===== config.mk =====
export PLATFORM = sky130hd
export DESIGN_NAME = result_display
export DESIGN_NICKNAME = d
export VERILOG_FILES = /design/src/rtl/result_display_pkg.sv /design/src/rtl/result_display_bin2bcd12.sv /design/src/rtl/result_display.sv
export SDC_FILE = /design/constraint.sdc
export NUM_CORES = 1
export LEC_CHECK = 0
export BUFFER_PORTS_ARGS = -buffer_cell sky130_fd_sc_hd__buf_4
export CAP_MARGIN = 20
export CORE_MARGIN = 3
export CORE_UTILIZATION = 42
export CTS_BUF_LIST = sky130_fd_sc_hd__clkbuf_8
export CTS_CLUSTER_DIAMETER = 100
export DETAILED_ROUTE_END_ITERATION = 7
export SLEW_MARGIN = 25
export SYNTH_ARGS = -nofsm -noshare
export SYNTH_HDL_FRONTEND = slang
export SYNTH_SLANG_ARGS = --single-unit

===== constraint.sdc =====
create_clock -name clk -period 6.9 [get_ports clk]
set_input_delay 0.69 -clock clk [delete_from_list [all_inputs] [get_ports clk]]
set_output_delay 0.69 -clock clk [all_outputs]
set_load 0.05 [all_outputs]

===== src/rtl/result_display_pkg.sv =====
// Shared constants for the result display path.
//   - FSM state encodings used by the binary-to-BCD engine.
//   - Active-low 7-segment codes {g,f,e,d,c,b,a} for digits 0..9, plus all-off.
package result_display_pkg;

  localparam logic [1:0] ST_IDLE    = 2'd0;
  localparam logic [1:0] ST_CONVERT = 2'd1;
  localparam logic [1:0] ST_COMMIT  = 2'd2;

  localparam logic [6:0] SEG_0   = 7'b1000000;
  localparam logic [6:0] SEG_1   = 7'b1111001;
  localparam logic [6:0] SEG_2   = 7'b0100100;
  localparam logic [6:0] SEG_3   = 7'b0110000;
  localparam logic [6:0] SEG_4   = 7'b0011001;
  localparam logic [6:0] SEG_5   = 7'b0010010;
  localparam logic [6:0] SEG_6   = 7'b0000010;
  localparam logic [6:0] SEG_7   = 7'b1111000;
  localparam logic [6:0] SEG_8   = 7'b0000000;
  localparam logic [6:0] SEG_9   = 7'b0010000;
  localparam logic [6:0] SEG_OFF = 7'b1111111;

endpackage


===== src/rtl/result_display_bin2bcd12.sv =====
// bin2bcd12: sequential 12-bit binary to 4-digit BCD converter (shift-add-3).
//   clk, rst  : clock, async active-high reset
//   load      : capture strobe, accepted only when idle
//   value     : 12-bit unsigned input
//   busy      : high from the capture edge until the commit edge
//   done      : one-cycle pulse when bcd_out is updated
//   bcd_out   : {thousands, hundreds, tens, ones}
//
// state      | meaning
// -----------+-----------------------------------------------------
// ST_IDLE    | waiting for load; bcd_out holds the last result
// ST_CONVERT | 12 add-3/shift iterations, one per clock
// ST_COMMIT  | copy accumulator to bcd_out, pulse done
module bin2bcd12
  import result_display_pkg::*;
(
  input  logic        clk,
  input  logic        rst,
  input  logic        load,
  input  logic [11:0] value,
  output logic        busy,
  output logic        done,
  output logic [15:0] bcd_out
);

  logic [1:0]  state;
  logic [11:0] bin;
  logic [15:0] acc;
  logic [3:0]  cnt;
  logic [15:0] acc_adj;
  logic [27:0] sr_next;

  // Correct every nibble before the shift so no digit can exceed 9 afterwards.
  always_comb begin
    acc_adj = acc;
    for (int i = 0; i < 4; i++) begin
      if (acc[i*4 +: 4] >= 4'd5) acc_adj[i*4 +: 4] = acc[i*4 +: 4] + 4'd3;
    end
  end

  assign sr_next = {acc_adj, bin} << 1;

  always_ff @(posedge clk or posedge rst) begin
    if (rst) begin
      state   <= ST_IDLE;
      bin     <= '0;
      acc     <= '0;
      cnt     <= '0;
      busy    <= 1'b0;
      done    <= 1'b0;
      bcd_out <= '0;
    end else begin
      done <= 1'b0;
      case (state)
        ST_IDLE: begin
          if (load) begin
            bin   <= value;
            acc   <= '0;
            cnt   <= '0;
            busy  <= 1'b1;
            state <= ST_CONVERT;
          end
        end
        ST_CONVERT: begin
          acc <= sr_next[27:12];
          bin <= sr_next[11:0];
          cnt <= cnt + 4'd1;
          if (cnt == 4'd11) state <= ST_COMMIT;
        end
        ST_COMMIT: begin
          bcd_out <= acc;
          done    <= 1'b1;
          busy    <= 1'b0;
          state   <= ST_IDLE;
        end
        default: state <= ST_IDLE;
      endcase
    end
  end

endmodule


===== src/rtl/result_display.sv =====
// result_display: captures a 12-bit result, converts it to BCD and scans it
// onto a 4-digit multiplexed active-low 7-segment display.
//   clk, rst  : clock, async active-high reset
//   load      : capture strobe for value
//   value     : 12-bit unsigned result word
//   busy/done : conversion handshake from the BCD engine
//   bcd_out   : last committed BCD result
//   an        : active-low digit enables, an[0] = ones digit
//   seg       : active-low segments {g,f,e,d,c,b,a}
module result_display
  import result_display_pkg::*;
#(
  parameter int REFRESH_DIV = 50000,
  parameter bit BLANK_LZ    = 1'b1
) (
  input  logic        clk,
  input  logic        rst,
  input  logic        load,
  input  logic [11:0] value,
  output logic        busy,
  output logic        done,
  output logic [15:0] bcd_out,
  output logic [3:0]  an,
  output logic [6:0]  seg
);

  localparam int CW = (REFRESH_DIV > 1) ? $clog2(REFRESH_DIV) : 1;

  logic [CW-1:0] refresh_cnt;
  logic [1:0]    scan_idx;
  logic [3:0]    nib;
  logic          blank;

  function automatic logic [6:0] seg_decode(input logic [3:0] d);
    case (d)
      4'd0:    seg_decode = SEG_0;
      4'd1:    seg_decode = SEG_1;
      4'd2:    seg_decode = SEG_2;
      4'd3:    seg_decode = SEG_3;
      4'd4:    seg_decode = SEG_4;
      4'd5:    seg_decode = SEG_5;
      4'd6:    seg_decode = SEG_6;
      4'd7:    seg_decode = SEG_7;
      4'd8:    seg_decode = SEG_8;
      4'd9:    seg_decode = SEG_9;
      default: seg_decode = SEG_OFF;
    endcase
  endfunction

  bin2bcd12 u_bin2bcd12 (
    .clk     (clk),
    .rst     (rst),
    .load    (load),
    .value   (value),
    .busy    (busy),
    .done    (done),
    .bcd_out (bcd_out)
  );

  always_ff @(posedge clk or posedge rst) begin
    if (rst) begin
      refresh_cnt <= '0;
      scan_idx    <= '0;
    end else if (refresh_cnt == CW'(REFRESH_DIV - 1)) begin
      refresh_cnt <= '0;
      scan_idx    <= scan_idx + 2'd1;
    end else begin
      refresh_cnt <= refresh_cnt + CW'(1);
    end
  end

  always_comb begin
    nib = bcd_out[scan_idx*4 +: 4];
  end

  // A digit is a leading zero when it and every digit above it are zero.
  always_comb begin
    blank = 1'b0;
    case (scan_idx)
      2'd1:    blank = (bcd_out[15:4]  == 12'd0);
      2'd2:    blank = (bcd_out[15:8]  == 8'd0);
      2'd3:    blank = (bcd_out[15:12] == 4'd0);
      default: blank = 1'b0;
    endcase
    blank = blank & BLANK_LZ;
  end

  always_ff @(posedge clk or posedge rst) begin
    if (rst) begin
      an  <= 4'b1111;
      seg <= SEG_OFF;
    end else begin
      an  <= ~(4'b0001 << scan_idx);
      seg <= blank ? SEG_OFF : seg_decode(nib);
    end
  end

endmodule


==> results.toml, run 1 <==
[power_and_ir_drop]
power_w = 0.001768
p_leak_nw = 2.129
power-per-cell-area_nw_per_um2 = 380.5
worst_ir_drop_vdd_mv = 0.1315

[worst_setup_path]
start_kind = "flip-flop"
cpPeakStageDelay_ns = 0.63
reg2regPathDepth = 5
cp-end-kind = "flip-flop"
crit_path_top_delay_cell = "mux4_2"
crit_chain = "mux4_2, ha_1, or2b_1, a21oi_1, o21ai_1"
arrival_ns = 2.18
critical_path_required_ns = 7.16
cp_max_fo = 7
crit_type = "reg -> reg"

[logic_synthesis]
ys_seq_elements = 81
synth_nets = 408
syn_avg_cell_area_um2 = 10.71
synth.most_common_cell = "dfrtp_1"
synth_ff_type = "dfrtp_1"
async_flop_share_pct = 100.0
synth_area_leader_cell = "dfrtp_1"
ys_warn_count = 0
synthDistinctLibCells = 41
netlist_area_um2 = 3996
netlist_top_cells_area = "dfrtp_1, dfstp_2, ha_1"
synth-edff-count = 0
postSynthCellCount = 373
ys_seq_area_share_pct = 51.06
yosys.area.top_type_share_pct = 43.83
ys_top_cells_by_count = "dfrtp_1, o21ai_0, nand2_1"

[route]
postRouteAntennaNets = 0
wl_mm = 7.723
drt-pass1-iter-count = 4
vias = 2829
drc_errors = 0
vias_per_cell = 5.162
drt-initial-drc-count = 132
wl_per_cell_um = 14.09

[timing]
setup_slack_ns = 4.979
relSlewSlack_pct = 49.22
worstMarginPinSlew_ns = 0.7608
max_freq_mhz = 520.6
hold_viol_final = 0
finalMaxSlewViolations = 0
fin_skew_ns = 0.009467
period_needed_ns = 1.921
min_period_over_period_pct = 27.84
finalSetupViolCount = 0
setup_tns_ns = 0
rsz0062_at_grt = "no"

[grt]
grt.overflow.total = 0
grt_use_total_pct = 15.01
antenna_found_initial = 0
first_global_vias = 2775
grt_max_degree = 82
grt_pass1_wl_mm = 13.34

[final_layout]
drive_gt1_share_pct = 24.17
syn2layout_area_growth_pct = 16.28
antennaDiodeCount = 0
fin_nets = 452

[floorplanning]
start_util_pct = 44.52
die-area_um2 = 10720
fp.dieW_um = 103.5
fp.dieH_um = 103.5
ios = 44
core_um2 = 8976
row_count = 34

[clock_network]
cts-root-buf = "clkbuf_8"
ctsResizeCount = 0
htree_levels = 3
clk_latency_ns = 0.35
clockBufferDepth = 2
cts_tree = "done"
post_cts.repair.setup_buffers = 0
cts_buffers = 9
clk_pin_slew_ns = 0.08
ctsHoldBuffers = 0
numClockSinks = 81

[min_path]
hold-path-cell-count = 2
hold_path_class = "reg -> reg"

[flow_run]
cap_violations = 0

[placement]
place_ws_ns = 4.961
dp_hpwl_mm = 5.214
routabilityCongestion = 0.7739
port-buffer-count = 43

[status]
status = "complete, no violations"
## area by class of cell
cell class,instances,area [um2]
multi-input combinational,256,1802
tap,126,157.7
sequential,81,2041
inverter,22,83.83
clock inverter,5,55.05
fill,813,4329
clock buffer,11,151.4
timing repair buffer,47,356.6
## metrics by stage
step	cells	area, um2	util, %	hold slack, ns
after global routing	548	4647	51.77	0.5123
after CTS	548	4643	51.73	0.4944
after detailed placement	532	4437	49.43	0.4756
after floorplan	373	3996	-	0.4418
final	548	4647	51.77	0.4922
after global placement	532	4434	49.40	0.4656
## report_power, final
group	switching [W]	internal [W]	total, W
Combinational	0.000394	0.000282	0.000676
Clock	0.000171	0.000186	0.000358
Sequential	0.000129	0.000606	0.000735
Total	0.000694	0.00107	0.00177
## sequential cells by signal, summed over array words and instances (netlist names), 4 cells and up
name                 flops
seg                      7
an                       4
u_bin2bcd12.bin         12
u_bin2bcd12.acc         16
u_bin2bcd12.bcd_out     16
u_bin2bcd12.cnt          4
refresh_cnt             16
## cell families after synthesis
family	Yosys count	share of synthesized area [%]
and+or+nand+nor	107	14.03
AOI/OAI and AO/OA	83	11.99
DFF	81	51.06
buffers and inverters	36	3.914
muxes	26	8.360
xor gates and xnor gates	20	4.383
adders and majority gates	20	6.262
## cells in the final DEF, fill, tap and decap left out, types with 15 or more instances in the layout
| cell type | instances |
|---|---|
| a21oi_1 | 23 |
| buf_4 | 46 |
| dfrtp_1 | 70 |
| ha_1 | 20 |
| inv_1 | 22 |
| mux2_2 | 19 |
| nand2_1 | 26 |
| nor2_1 | 17 |
| nor2b_1 | 15 |
| o21ai_0 | 29 |
## critical path: cells and delay by family, from the launching register on
family	cells	cell delay, ns
AOI/OAI and AO/OA	2	0.20
DFF	1	0.54
adders and majority gates	1	0.23
and+or+nand+nor	1	0.23
muxes	1	0.63
## worst paths after layout
check	startpoint	to	slack, ns
min reg2reg	u_bin2bcd12.bin[10]	u_bin2bcd12.bin[10]	0.49
min	u_bin2bcd12.bin[10]	u_bin2bcd12.bin[10]	0.49
min in group asynchronous	rst	refresh_cnt[2]	0.54
max	scan_idx[0]	seg[6]	4.98
max in group asynchronous	rst	u_bin2bcd12.bcd_out[5]	5.88
max reg2reg	scan_idx[0]	seg[6]	4.98
## metal layers
layer  share of wire (%)  vias up  GRT usage, %
met5                   0        -             0
met4                 1.0        0         4.558
met3                 4.8       10         5.037
met2                  47       54         23.50
met1                  47     1378         19.88
li1                    -     1387             -
(Power assumes the default switching activity.)
==> inputs of run 2 (changes only) <==
--- a/config.mk
+++ b/config.mk
@@ -5,6 +5,7 @@
 export SDC_FILE = /design/constraint.sdc
 export NUM_CORES = 1
 export LEC_CHECK = 0
+export ABC_AREA = 1
 export BUFFER_PORTS_ARGS = -buffer_cell sky130_fd_sc_hd__buf_4
 export CAP_MARGIN = 20
 export CORE_MARGIN = 3
==> constraint.sdc (replaced) <==
create_clock -name clk -period 1.65 [get_ports clk]
set_input_delay 0.165 -clock clk [delete_from_list [all_inputs] [get_ports clk]]
set_output_delay 0.165 -clock clk [all_outputs]
set_load 0.05 [all_outputs]
==> results.toml, run 2 <==
[status]
status = "complete, no violations"

[final_layout]
final_cell_mix = "nand2_1, dfrtp_1, inv_1"
antennaDiodeCount = 0
final_common_cell = "nand2_1"
fin_nets = 574
largest_registers = "refresh_cnt: 16 flops, u_bin2bcd12.acc: 16 flops, u_bin2bcd12.bcd_out: 16 flops"
drive_gt1_share_pct = 19.30
syn2layout_area_growth_pct = 18.57

[logic_synthesis]
ys_warn_count = 0
ys_seq_elements = 81
ys_top_cells_by_count = "nand2_1, dfrtp_1, inv_1"
netlist_area_um2 = 4110
synth.most_common_cell = "nand2_1"
yosys.area.top_type_share_pct = 42.62
synth_nets = 518
ys_seq_area_share_pct = 49.65
postSynthCellCount = 483
synth-edff-count = 0
async_flop_share_pct = 100.0
synth_area_leader_cell = "dfrtp_1"
netlist_top_cells_area = "dfrtp_1, nand2_1, dfstp_2"
synthDistinctLibCells = 33
synth_ff_type = "dfrtp_1"
syn_avg_cell_area_um2 = 8.510

[min_path]
hold_path_class = "in -> reg"

[power_and_ir_drop]
power.switching_w = 0.003371
p_sw_share_pct = 41.31
seq_power_share_pct = 36.8
p_leak_nw = 2.480
p_comb_share_pct = 42.5
internal_power_w = 0.004790
worst_ir_drop_vdd_mv = 0.7921
power_frac_clock_pct = 20.6
power-per-cell-area_nw_per_um2 = 1675

[grt]
grt.overflow.total = 0
grt_use_total_pct = 16.38
first_global_vias = 3097
grt_max_degree = 82
antenna_found_initial = 0
grt_pass1_wl_mm = 14.75

[timing]
finalMaxSlewViolations = 0
holdWs_ns = 0.07018
max_freq_mhz = 625.7
setup_slack_ns = 0.05173
hold_viol_final = 0
rsz0062_at_grt = "yes"
worstMarginPinSlew_ns = 0.4270
fin_skew_ns = 0.009380
finalSetupViolCount = 0
relSlewSlack_pct = 71.53
min_period_over_period_pct = 96.87
period_needed_ns = 1.598

[floorplanning]
die-area_um2 = 11010
fp.dieW_um = 104.9
core_um2 = 9371
row_count = 35
fp.dieH_um = 104.9
start_util_pct = 43.86
ios = 44

[route]
drc_errors = 0
vias = 3274
drt-initial-drc-count = 144
drt-pass1-iter-count = 4
vias_per_cell = 4.865
postRouteAntennaNets = 0
wl_mm = 8.595
wl_per_cell_um = 12.77

[worst_setup_path]
cp-end-kind = "flip-flop"
cpPeakStageDelay_ns = 0.49
crit_type = "reg -> reg"
critical_path_required_ns = 1.93
crit_chain = "buf_4, nand2_1, nand3_1, nand2_2, inv_1, ha_1, nand3b_1, nand3_1, nand3_1"
cp_max_fo = 8
crit_top_cell = "nand3_1"
crit_path_top_delay_cell = "dfrtp_2"
cp_num_buf_inv = 2
start_kind = "flip-flop"
crit_family = "simple AND/OR/NAND/NOR gates"
arrival_ns = 1.87

[clock_network]
cts_tree = "done"
cts_buffers = 9
clk_latency_ns = 0.35
clk_pin_slew_ns = 0.08
numClockSinks = 81
clockBufferDepth = 2
cts-root-buf = "clkbuf_8"
htree_levels = 3

[flow_run]
cap_violations = 0

[placement]
dp_hpwl_mm = 5.992
place_ws_ns = -0.01886
port-buffer-count = 43
routabilityCongestion = 0.8346
run 2: cell types whose count changed after synthesis, moves of 15 or more:
cell     previous run  this run
nand2_1            26       105
inv_1              22        61
nand3_1            11        44
nor2_1             18        41
mux2_2             19         0
a21oi_1            23         7
nor2b_1            15         0
o21ai_0            29        44
run 2: path summary, 6_finish.rpt:
check / from / to / slack [ns] / depth (start not counted)
setup / recovery: scan_idx[0] / seg[6] / 0.05 / 9
hold / removal: value[2] / u_bin2bcd12.bin[2] / 0.07 / 3
setup reg to reg: scan_idx[0] / seg[6] / 0.05 / 9
hold reg to reg: refresh_cnt[0] / refresh_cnt[0] / 0.49 / 1
max in group asynchronous: rst / seg[3] / 0.81 / 4
min in group asynchronous: rst / refresh_cnt[12] / 0.49 / 4
run 2: what timing repair did:
| item | in CTS | in global routing |
|---|---|---|
| hold buffers | 1 | 0 |
| endpoints found under the setup margin | 3 | 5 |
| endpoints found under the hold margin | 70 | 0 |
| resized for setup | 1 | 4 |
| setup buffers | 0 | 3 |
run 2: kinds of logic (layout without fill, tap and decap cells):
group / Yosys count / after routing / share of synthesized area, %
fa+ha+maj: 20 / 20 / 6.088
flops: 81 / 81 / 49.65
compound gates: 83 / 83 / 11.14
simple gates: 210 / 210 / 22.71
buf+inv: 80 / 141 / 8.493
xor+xnor: 9 / 9 / 1.918
run 2: power by group through the flow:
stage,registers (W),logic [W],clock network [W]
after floorplan,0.00349,0.00213,0
after global placement,0.00303,0.00341,0
after detailed placement,0.00304,0.00350,0
after CTS,0.00300,0.00352,0.00173
after global routing,0.00309,0.00396,0.00179
final,0.00301,0.00347,0.00168
run 2: worst register-to-register path: stages (launching register included):
cell	delay (ns)
dfrtp_2	0.49
buf_4	0.16
nand2_1	0.06
nand3_1	0.10
nand2_2	0.12
inv_1	0.08
ha_1	0.17
nand3b_1	0.17
nand3_1	0.10
nand3_1	0.07
run 2: per-layer routing:
layer	GRT usage, %	vias to the layer above	part of all wire (%)
met4	6.279	0	1.7
met1	22.94	1527	49
met3	2.779	12	4.0
met5	0	-	0
li1	-	1671	-
met2	25.44	64	46
run 2: layout make-up:
type	instances	area (um2)
Sequential cell	81	2042
Clock buffer	12	165.2
Fill cell	936	4498
Clock inverter	4	67.56
Timing Repair Buffer	55	440.4
Multi-Input combinational cell	322	1725
Tap cell	129	161.4
Inverter	70	271.5
run 2: metrics by stage:
step	total power, W	cells	setup TNS (ns)	cell area (um2)	utilization, %
3_3_place_gp	0.006435	653	0	4599	49.08
6_report	0.008161	673	0	4873	52.00
3_5_place_dp	0.006535	653	-0.03011	4599	49.08
4_1_cts	0.008249	670	0	4843	51.68
5_1_grt	0.008846	673	-0.04180	4873	52.00
2_1_floorplan	0.005619	483	0	4114	-
==> inputs of run 3 (changes only) <==
--- a/config.mk
+++ b/config.mk
@@ -7,12 +7,12 @@
 export LEC_CHECK = 0
 export ABC_AREA = 1
 export BUFFER_PORTS_ARGS = -buffer_cell sky130_fd_sc_hd__buf_4
-export CAP_MARGIN = 20
-export CORE_MARGIN = 3
+export CAP_MARGIN = 5
 export CORE_UTILIZATION = 42
 export CTS_BUF_LIST = sky130_fd_sc_hd__clkbuf_8
 export CTS_CLUSTER_DIAMETER = 100
 export DETAILED_ROUTE_END_ITERATION = 7
+export PLACE_DENSITY = 0.65
 export SLEW_MARGIN = 25
 export SYNTH_ARGS = -nofsm -noshare
 export SYNTH_HDL_FRONTEND = slang
==> results.toml, run 3 (synthesized netlist as in run 2, its figures left out) <==
[clock_network]
numClockSinks = 81
clk_pin_slew_ns = 0.08
clk_latency_ns = 0.35
cts_buffers = 9
htree_levels = 3
cts_tree = "done"
cts-root-buf = "clkbuf_8"
clockBufferDepth = 2

[timing]
period_needed_ns = 1.558
setup_tns_ns = 0
fin_skew_ns = 0.007798
hold_viol_final = 0
max_freq_mhz = 641.7
holdWs_ns = 0.07276
finalSetupViolCount = 0
setup_slack_ns = 0.09163
min_period_over_period_pct = 94.45
worstMarginPinSlew_ns = 0.3690
relSlewSlack_pct = 75.36
finalMaxSlewViolations = 0

[floorplanning]
fp.dieH_um = 100.9
core_um2 = 9371
start_util_pct = 43.86
die-area_um2 = 10190
fp.dieW_um = 100.9
ios = 44
row_count = 35

[power_and_ir_drop]
p_leak_nw = 2.438
power-per-cell-area_nw_per_um2 = 1611
power.switching_w = 0.003327
p_comb_share_pct = 44.2
internal_power_w = 0.004427
p_sw_share_pct = 42.90
power_frac_clock_pct = 17.0
power_w = 0.007754
worst_ir_drop_vdd_mv = 0.9109
seq_power_share_pct = 38.8

[min_path]
min_to = "u_bin2bcd12.bin[0]"
hold_start = "value[0]"
hold_path_class = "in -> reg"
hold-path-cell-count = 3

[placement]
port-buffer-count = 43
routabilityCongestion = 0.8479
dp_hpwl_mm = 5.951
place_ws_ns = 0.04014

[route]
wl_per_cell_um = 12.02
drt-pass1-iter-count = 4
vias = 3277
vias_per_cell = 4.876
wl_mm = 8.078
drc_errors = 0
drt-initial-drc-count = 101
postRouteAntennaNets = 0

[grt]
grt_max_degree = 39
grt.overflow.total = 0
first_global_vias = 3019
grt_pass1_wl_mm = 13.89
grt_use_total_pct = 17.48
antenna_found_initial = 0

[worst_setup_path]
cp-end-kind = "flip-flop"
r2r-start = "scan_idx[0]"
critical_path_required_ns = 1.92
cp_max_fo = 5
reg2regPathDepth = 9
arrival_ns = 1.83
r2r-end = "seg[6]"
crit_type = "reg -> reg"
r2r_setup_slack_ns = 0.09
start_kind = "flip-flop"

[final_layout]
fill_cells = 915
fin_nets = 573
antennaDiodeCount = 0
multi_input_area_um2 = 1723
final_cell_mix = "nand2_1, dfrtp_1, inv_1"
final_common_cell = "nand2_1"
seqCellArea_um2 = 2042
drive_gt1_share_pct = 19.34
syn2layout_area_growth_pct = 17.08
largest_registers = "refresh_cnt: 16 flops, u_bin2bcd12.acc: 16 flops, u_bin2bcd12.bcd_out: 16 flops"
utilization_pct = 51.35

[status]
status = "complete, no violations"

[flow_run]
cap_violations = 0
run 3: through the flow:
stage,area [um2],cells
floorplan,4114,483
global placement,4607,654
detailed placement,4607,654
CTS,4798,671
global route,4812,672
finish,4812,672
run 3: power by group through the flow:
| stage | sequential, W | combinational (W) | clock (W) |
|---|---|---|---|
| after floorplan | 0.00349 | 0.00213 | 0 |
| after CTS | 0.00301 | 0.00345 | 0.00138 |
| after global routing | 0.00308 | 0.00390 | 0.00146 |
| final | 0.00301 | 0.00343 | 0.00132 |
| after detailed placement | 0.00304 | 0.00344 | 0 |
| after global placement | 0.00303 | 0.00336 | 0 |
run 3: repair_timing:
action,CTS,global route
setup buffers,0,1
resized for setup,0,6
hold buffers,1,0
hold endpoints to repair,11,0
endpoints found under the setup margin,0,9
run 3: worst max path at each step:
stage	startpoint	to	slack, ns	cells past startpoint
floorplan	u_bin2bcd12.bcd_out[5]	seg[3]	0.07	7
global placement	scan_idx[0]	seg[3]	0.10	8
detailed placement	scan_idx[0]	seg[6]	0.04	9
CTS	scan_idx[0]	seg[6]	0.02	9
global route	scan_idx[0]	seg[5]	-0.008	9
finish	scan_idx[0]	seg[6]	0.09	9
run 3: per-layer routing:
layer | part of all wire, % | global-route usage [%] | routed length, um | vias to the layer above
met5 | 0 | 0 | 0 | -
met4 | 0.99 | 6.577 | 80 | 0
met3 | 3.7 | 3.883 | 297 | 5
met2 | 47 | 28.29 | 3798 | 63
met1 | 48 | 22.94 | 3901 | 1545
li1 | - | - | - | 1664
run 3: worst max-delay path, cell delays in order (launching register included):
cell and delay, ns:
dfrtp_2 0.46, buf_4 0.16, nand2_1 0.07, nand3_1 0.09, nand2_2 0.11, inv_1 0.07, ha_1 0.17, nand3b_1 0.17
nand3_1 0.09, nand3_1 0.07
run 3: area by class of cell:
type	instances	share of cell area, %
sequential	81	42.43
multi-input combinational	322	35.80
timing repair buffer	54	8.996
inverter	70	5.642
tap	129	3.354
clock buffer	11	3.146
clock inverter	5	0.6240
